===== src/rtl/execute_memory_pkg.sv =====
// execute_memory_pkg: opcode/branch-class codes shared by decode and execute.
package execute_memory_pkg;
  typedef enum logic [2:0] {
    ALU_ADD = 3'd0,
    ALU_SUB = 3'd1,
    ALU_CMP = 3'd2
  } alu_ctr_e;
  typedef enum logic [2:0] {
    CMP_SLT = 3'd0,
    CMP_BEQ = 3'd1,
    CMP_J   = 3'd2,
    CMP_BNE = 3'd3
  } cmp_flag_e;
  typedef enum logic {
    IDLE     = 1'b0,
    MEM_WAIT = 1'b1
  } state_e;
  function automatic logic is_branch(input logic [2:0] cf);
    return cf == CMP_BEQ || cf == CMP_J || cf == CMP_BNE;
  endfunction
endpackage


===== src/rtl/execute_memory_alu.sv =====
// alu_unit: combinational ALU, signed compare and branch/jump target resolution.
module alu_unit
  import execute_memory_pkg::*;
(
  input  logic [31:0] a_i,
  input  logic [31:0] b_i,
  input  logic [31:0] pc_i,
  input  logic [31:0] imm_i,
  input  logic [2:0]  alu_ctr_i,
  input  logic [2:0]  cmp_flag_i,
  output logic [31:0] result_o,
  output logic [31:0] target_o,
  output logic        branch_o,
  output logic        taken_o
);
  logic slt;
  always_comb begin
    slt      = $signed(a_i) < $signed(b_i);
    branch_o = is_branch(cmp_flag_i);
    taken_o  = (cmp_flag_i == CMP_J) ||
               (cmp_flag_i == CMP_BEQ && a_i == b_i) ||
               (cmp_flag_i == CMP_BNE && a_i != b_i);
    target_o = cmp_flag_i == CMP_J ? {pc_i[31:28], b_i[25:0], 2'b00}
                                   : pc_i + 32'd4 + (imm_i << 2);
    result_o = alu_ctr_i == ALU_ADD ? a_i + b_i :
               alu_ctr_i == ALU_SUB ? a_i - b_i :
               (alu_ctr_i == ALU_CMP && cmp_flag_i == CMP_SLT) ? {31'b0, slt} : 32'b0;
  end
endmodule


===== src/rtl/execute_memory.sv =====
// execute_memory: execute stage with a blocking data-memory handshake and MW pipeline registers.
module execute_memory
  import execute_memory_pkg::*;
(
  input  logic        clk,
  input  logic        rst,
  input  logic [31:0] A,
  input  logic [31:0] B,
  input  logic [31:0] DX_PC,
  input  logic [31:0] DX_immediate,
  input  logic [4:0]  RD,
  input  logic [2:0]  ALUctr,
  input  logic [2:0]  DX_compareFlag,
  input  logic        DX_lwFlag,
  input  logic        DX_swFlag,
  output logic [4:0]  MW_RD,
  output logic [31:0] MW_ALUout,
  output logic [2:0]  MW_compareFlag,
  output logic        branch_taken,
  output logic [31:0] branch_target,
  output logic        stall,
  output logic        dmem_req,
  output logic        dmem_we,
  output logic [31:0] dmem_addr,
  output logic [31:0] dmem_wdata,
  input  logic [31:0] dmem_rdata,
  input  logic        dmem_ack
);
  state_e      state_q, state_d;
  logic [31:0] alu_result, alu_target;
  logic        alu_branch, alu_taken;
  logic        mem_op, take_alu, take_mem;
  logic [31:0] addr_q, wdata_q, mw_alu_q, mw_alu_d, tgt_q, tgt_d;
  logic        we_q, lw_q, bt_q, bt_d;
  logic [4:0]  rd_q, mw_rd_q, mw_rd_d;
  logic [2:0]  cf_q, mw_cf_q, mw_cf_d;
  assign mem_op = DX_lwFlag | DX_swFlag;
  alu_unit u_alu (
    .a_i       (A),
    .b_i       (B),
    .pc_i      (DX_PC),
    .imm_i     (DX_immediate),
    .alu_ctr_i (ALUctr),
    .cmp_flag_i(DX_compareFlag),
    .result_o  (alu_result),
    .target_o  (alu_target),
    .branch_o  (alu_branch),
    .taken_o   (alu_taken)
  );
  always_ff @(posedge clk or negedge rst) begin
    if (!rst) state_q <= IDLE;
    else      state_q <= state_d;
  end
  always_comb begin
    state_d = state_q == IDLE ? (mem_op ? MEM_WAIT : IDLE)
                              : (dmem_ack ? IDLE : MEM_WAIT);
  end
  // Everything not consumed this cycle (stalled or waiting) writes back a bubble.
  always_comb begin
    take_alu = state_q == IDLE && !mem_op;
    take_mem = state_q == MEM_WAIT && dmem_ack;
    stall    = (state_q == IDLE && mem_op) || (state_q == MEM_WAIT && !dmem_ack);
    dmem_req = state_q == MEM_WAIT;
    mw_rd_d  = take_alu ? (alu_branch ? 5'd0 : RD) :
               take_mem ? (lw_q ? rd_q : 5'd0) : 5'd0;
    mw_alu_d = take_alu ? (alu_branch ? {31'b0, alu_taken} : alu_result) :
               take_mem ? (lw_q ? dmem_rdata : addr_q) : 32'd0;
    mw_cf_d  = take_alu ? DX_compareFlag : take_mem ? cf_q : 3'd0;
    bt_d     = take_alu && alu_branch && alu_taken;
    tgt_d    = bt_d ? alu_target : tgt_q;
  end
  always_ff @(posedge clk or negedge rst) begin
    if (!rst) begin
      addr_q   <= '0;
      wdata_q  <= '0;
      we_q     <= 1'b0;
      lw_q     <= 1'b0;
      rd_q     <= '0;
      cf_q     <= '0;
      mw_rd_q  <= '0;
      mw_alu_q <= '0;
      mw_cf_q  <= '0;
      bt_q     <= 1'b0;
      tgt_q    <= '0;
    end else begin
      if (state_q == IDLE && mem_op) begin
        addr_q  <= A + B;
        wdata_q <= DX_immediate;
        we_q    <= DX_swFlag && !DX_lwFlag;
        lw_q    <= DX_lwFlag;
        rd_q    <= RD;
        cf_q    <= DX_compareFlag;
      end
      mw_rd_q  <= mw_rd_d;
      mw_alu_q <= mw_alu_d;
      mw_cf_q  <= mw_cf_d;
      bt_q     <= bt_d;
      tgt_q    <= tgt_d;
    end
  end
  assign MW_RD          = mw_rd_q;
  assign MW_ALUout      = mw_alu_q;
  assign MW_compareFlag = mw_cf_q;
  assign branch_taken   = bt_q;
  assign branch_target  = tgt_q;
  assign dmem_we        = we_q;
  assign dmem_addr      = addr_q;
  assign dmem_wdata     = wdata_q;
endmodule


===== config.mk =====
export PLATFORM = sky130hd
export DESIGN_NAME = execute_memory
export DESIGN_NICKNAME = d
export VERILOG_FILES = /design/src/rtl/execute_memory_pkg.sv /design/src/rtl/execute_memory_alu.sv /design/src/rtl/execute_memory.sv
export SDC_FILE = /design/constraint.sdc
export NUM_CORES = 1
export LEC_CHECK = 0
export ABC_CLOCK_PERIOD_IN_PS = 2950
export CAP_MARGIN = 20
export CORE_ASPECT_RATIO = 0.75
export CORE_UTILIZATION = 34
export CTS_BUF_LIST = sky130_fd_sc_hd__clkbuf_8
export CTS_CLUSTER_SIZE = 30
export DETAILED_ROUTE_END_ITERATION = 7
export PLACE_DENSITY = 0.58
export SYNTH_ARGS = -nofsm -noshare
export SYNTH_HDL_FRONTEND = slang
export SYNTH_SLANG_ARGS = --single-unit

===== constraint.sdc =====
create_clock -name clk -period 2.95 [get_ports clk]
set_input_delay 0.295 -clock clk [delete_from_list [all_inputs] [get_ports clk]]
set_output_delay 0.295 -clock clk [all_outputs]
set_load 0.1 [all_outputs]

# Yosys cells after proc, flatten, opt, wreduce, memory -nomap -nowiden
# Index checks and enable logic that the tools add are counted.
# totals
regBits	148
wordCells	63
# classes
n_bitwise	2
eq_ne	7
n_addsub	4
n_reduce_logical	20
magnitude_cmp	1
mux	17
# ops
operator	n
32-bit two-way mux	7
32-bit adder	2
32-bit by 3-bit adder with 32-bit output (second input constant)	1
32-bit equality test	1
32-bit < comparator	1
32-bit inequality test	1
32-bit subtractor	1
5-bit two-way mux	4
1-bit logical AND	10
3-bit by 2-bit equality test with 1-bit output (second input constant)	3
3-bit by 1-bit equality test with 1-bit output (second input constant)	2
3-bit logical NOT	2
3-bit two-way mux	2
1-bit logical OR	5
1-bit two-way mux	4
1-bit logical NOT	3
1-bit NOT	1
1-bit bitwise OR	1

# Depth between registers and ports, before layout
# logic_depth
ltp_word	7
ltp_mapped	15
depth_no_buf	15

# Cells and area by module
# From an unflattened synthesis, not the netlist that was laid out.
# unflattened
hier_cells	1629
area_unflattened_um2	13256.5
# modules_own_cells
module	cells_each	instances	area_per_inst_um2
execute_memory	751	1	7347.0
alu_unit	878	1	5909.4

# Worst setup path after synthesis
# Ideal clock, no wire load.
# synth_path
path_kind	register to output
startpoint	register state_q, in the netlist dmem_req
endpoint	output port stall
stages_incl_launch_ff	4
setup_slack_ns	-0.200
required_ns	2.655
arrival_ns	2.855
cell_sequence	dfrtp_1 -> clkbuf_1 -> nor3_1 -> a21oi_1
# synth_via
elab_chain_cells	3
elab_cells_between_ends	4
cone_classes	1 x bitwise; 3 x reduce/logical
# synth_lines
element	line_no	source
from (decl)	execute_memory.sv:29	state_e state_q, state_d;
from (signal assigned)	execute_memory.sv:52	else state_q <= state_d;
1-bit NOT	execute_memory.sv:62	stall = (state_q == IDLE && mem_op) || (state_q == MEM_WAIT && !dmem_ack);
1-bit logical AND	execute_memory.sv:62	
1-bit logical OR *	execute_memory.sv:62	
to (decl)	execute_memory.sv:21	output logic stall,
# Every way passes the cells marked *; elsewhere a longest branch is shown, timed or not.

# Worst setup path after layout
# layout_path
startpoint	input port DX_immediate[1]
endpoint	register tgt_q[31], in the netlist branch_target[31]
# layout_via
elab_chain_cells	2
# layout_lines
element	line_no	source
from (decl)	execute_memory.sv:10	input logic [31:0] DX_immediate,
32-bit adder	execute_memory_alu.sv:24	: pc_i + 32'd4 + (imm_i << 2);
32-bit two-way mux	execute_memory_alu.sv:23	target_o = cmp_flag_i == CMP_J ? {pc_i[31:28], b_i[25:0], 2'b00}
to (signal assigned)	execute_memory.sv:98	tgt_q <= tgt_d;
to (decl)	execute_memory.sv:33	logic [31:0] addr_q, wdata_q, mw_alu_q, mw_alu_d, tgt_q, tgt_d;
# No other way between the ends.
# A chain may end at the register's enable or synchronous reset.

==> run metrics <==
worst hold path stage count=2; die area=34,830 µm²; wire per inst=roughly 18 µm; Tmin final=a little under 3 ns; R2R depth=5; Slew Viols, Final=0; area of the multi-input gates=roughly 8000 µm²; First-pass DRT Iterations=5; detailed placer's ending HPWL=about 34,000 µm; final WL=roughly 43,000 µm; arrival time worst endpoint=roughly 3.3 ns; Die Span X=~220 µm; first-pass GRT wire length=64,520 µm; FP Rows=58; Mapped Nets=1,617; clock root cell=clkbuf_8; FF+latch area=between 3000 and 4000 µm²; P_int=around 0.0057 W; f_max=about 340 MHz; Seq pwr share=23.5%; EDFF count, synth=0; worst-path maximum fanout=3; max-cap violation count=0; FF+latch count, synth=roughly 150; startpoint types=primary input; port buffer count=315; Final Hold Viols=0; placed cell count=between 2,000 and 2,500; RSZ-0062 raised after global routing=yes; Post-Syn Area=~12,000 µm²; Reg clk slew, reported paths=about 0.090 ns; Hold Crit Class=primary input to flip-flop; status=completed; die height=between 150 and 200 µm; leak pwr=about 8.8 nW; Detail Route Antenna Nets=0; CTS tree=built; TritonCTS Buffers=17; total grt overflow=0; Critical Path RT=approximately 3.4 ns; Top FF cell, synth=dfrtp_1; Final Setup Violations=0; Net Sw Power=about 0.0063 W; Tightest Pin Transition=0.9647 ns; Clock Tree Buf Depth=2; final core utilization=around 55%; most common cell after layout, fill and taps aside=buf_4; DR vias/cell=about 5; H-tree depth=4; gr usage total=a little under a quarter; asr flop ratio synth=100.0%; yosys warns=0; non-filler cells, final=roughly 2,400; Initial DRC Count=approximately 710; CTS sink count=148; VDD IR max=slightly below 0.7 mV; Gate power share=between 60% and 70%; Mapped Avg Cell Area=between 8 and 9 µm²; clock network power share=15.1%; fill cell count=~3,100; Post-route DRC=0; crit path kind=primary input to flip-flop; sw frac=a little over half; Worst slew margin=between 30% and 40%; Seq/Total Area, Yosys=between 30% and 40%; initial core utilization=about a third; Worst Skew=between 0.01 and 0.015 ns; Nets=between 2,000 and 2,500; Pwr Density=roughly 650 nW/µm²; pin count of the biggest net entering global routing=roughly 110; Synth cell types=80; most frequent cells in the layout=buf_4 (458), dfrtp_1 (147), clkdlybuf4s50_1 (145), a21oi_1 (106), nor2_1 (97); critical path capture point type=flip-flop; final estimated routing congestion in global placement=0.9057; post-synthesis cell count=around 1,300; share of cells above drive strength 1=33.97%; Via Count=around 12,000; antenna violations before repair=9; vias in the first global route=around 12,000; clock insertion delay at the later pin of the skew report=just under 0.5 ns; I/O pin count=between 300 and 400; area growth from synthesis to final layout=59.69%; core area=33,530 µm²; Period Utilization, post-route=between 90% and 100%
-- layer usage --
metal	GRT usage [%]	routed length [µm]	vias up
met3	5.730	2414	44
met5	0	55	-
met4	5.351	576	8
met2	37.43	19410	299
met1	32.97	20120	5668
li1	-	-	5928
-- worst paths after layout --
check / endpoint / slack [ns] / from
setup / recovery: branch_target[31] / 0.05 / DX_immediate[1]
hold / removal: dmem_wdata[9] / 0.13 / DX_immediate[9]
max in group asynchronous: branch_target[16] / 1.83 / rst
min in group asynchronous: MW_ALUout[24] / 0.32 / rst
hold reg to reg: MW_RD[4] / 0.49 / rd_q[4]
setup reg to reg: MW_ALUout[20] / 0.58 / dmem_req
-- power groups by stage --
stage / clock network, W / logic [W] / registers (W)
3_3_place_gp: 0 / 0.00713 / 0.00285
3_5_place_dp: 0 / 0.00716 / 0.00286
6_report: 0.00181 / 0.00736 / 0.00282
4_1_cts: 0.00187 / 0.00723 / 0.00283
2_1_floorplan: 0 / 0.00174 / 0.00609
5_1_grt: 0.00195 / 0.00772 / 0.00289
-- synthesized netlist by cell type (11+ instances only) --
| library cell | instances | share of area [%] |
|---|---|---|
| nand3_1 | 27 | 1.2 |
| o21bai_1 | 16 | 1.0 |
| xor2_1 | 14 | 1.1 |
| mux2i_1 | 45 | 3.9 |
| ha_1 | 120 | 13 |
| mux2_2 | 40 | 3.9 |
| nand4_1 | 11 | 0.59 |
| nand2_1 | 94 | 3.0 |
| nor3_1 | 35 | 1.5 |
| buf_2 | 27 | 1.2 |
| inv_1 | 90 | 2.9 |
| o21a_1 | 14 | 0.91 |
| nor2b_1 | 13 | 0.70 |
| clkbuf_1 | 42 | 1.4 |
| dfrtp_1 | 148 | 32 |
| a31oi_1 | 28 | 1.5 |
| xnor2_1 | 64 | 4.8 |
| a21oi_1 | 111 | 4.8 |
| o22ai_1 | 25 | 1.3 |
| nor2_1 | 102 | 3.3 |
| o21ai_0 | 84 | 3.6 |
| a21o_1 | 23 | 1.5 |
-- worst max-delay path, cell delays in order --
cell,delay [ns]
dlygate4sd2_1,0.26
ha_4,0.28
ha_4,0.13
inv_2,0.03
fa_2,0.34
nor2b_2,0.15
o31a_1,0.25
o311ai_4,0.14
a311oi_4,0.35
o21bai_1,0.13
a31o_2,0.28
xnor2_2,0.14
or3_1,0.38
a31oi_1,0.13
-- flip-flops by register name (all words and copies together), names as in the netlist --
signal / flops
MW_ALUout: 32
MW_RD: 5
MW_compareFlag: 3
branch_taken: 1
branch_target: 32
cf_q: 3
dmem_addr: 32
dmem_req: 1
dmem_wdata: 32
dmem_we: 1
lw_q: 1
rd_q: 5
-- final cells by class --
type                            count  share of cell area, %
Multi-Input combinational cell   1008                  43.34
Timing Repair Buffer              647                  29.31
Sequential cell                   148                  20.02
Tap cell                          450                  3.043
Inverter                           91                  1.866
Clock buffer                       20                  1.488
Clock inverter                     11                 0.8587
Antenna cell                        5                0.06762
-- stage by stage --
step	setup TNS (ns)	hold slack, ns	power (W)	setup slack (ns)	cell area [µm²]
global placement	-34.59	0.2806	0.009976	-1.049	17130
floorplan	0	-0.0005911	0.007824	0.002094	11590
finish	0	0.1339	0.01200	0.04860	18500
detailed placement	-34.82	0.2807	0.01002	-1.057	17130
global route	-0.1068	0.1143	0.01255	-0.05964	18490
CTS	0	0.1639	0.01193	0.002473	17810
-- kinds of logic after synthesis --
kind of cell,synth area share (%)
simple gates,13.07
buf+inv,5.572
xor+xnor,5.896
flops,31.96
compound gates,22.25
mux,7.775
fa+ha+maj,13.48
-- timing repair --
action	4_1_cts	5_1_grt
setup buffers	3	11
endpoints found under the setup margin	23	50
hold endpoints to repair	50	0
pin swaps	27	38
resized for setup	55	111
hold buffers	1	0
Note: power is estimated with default switching activity, not from simulation.
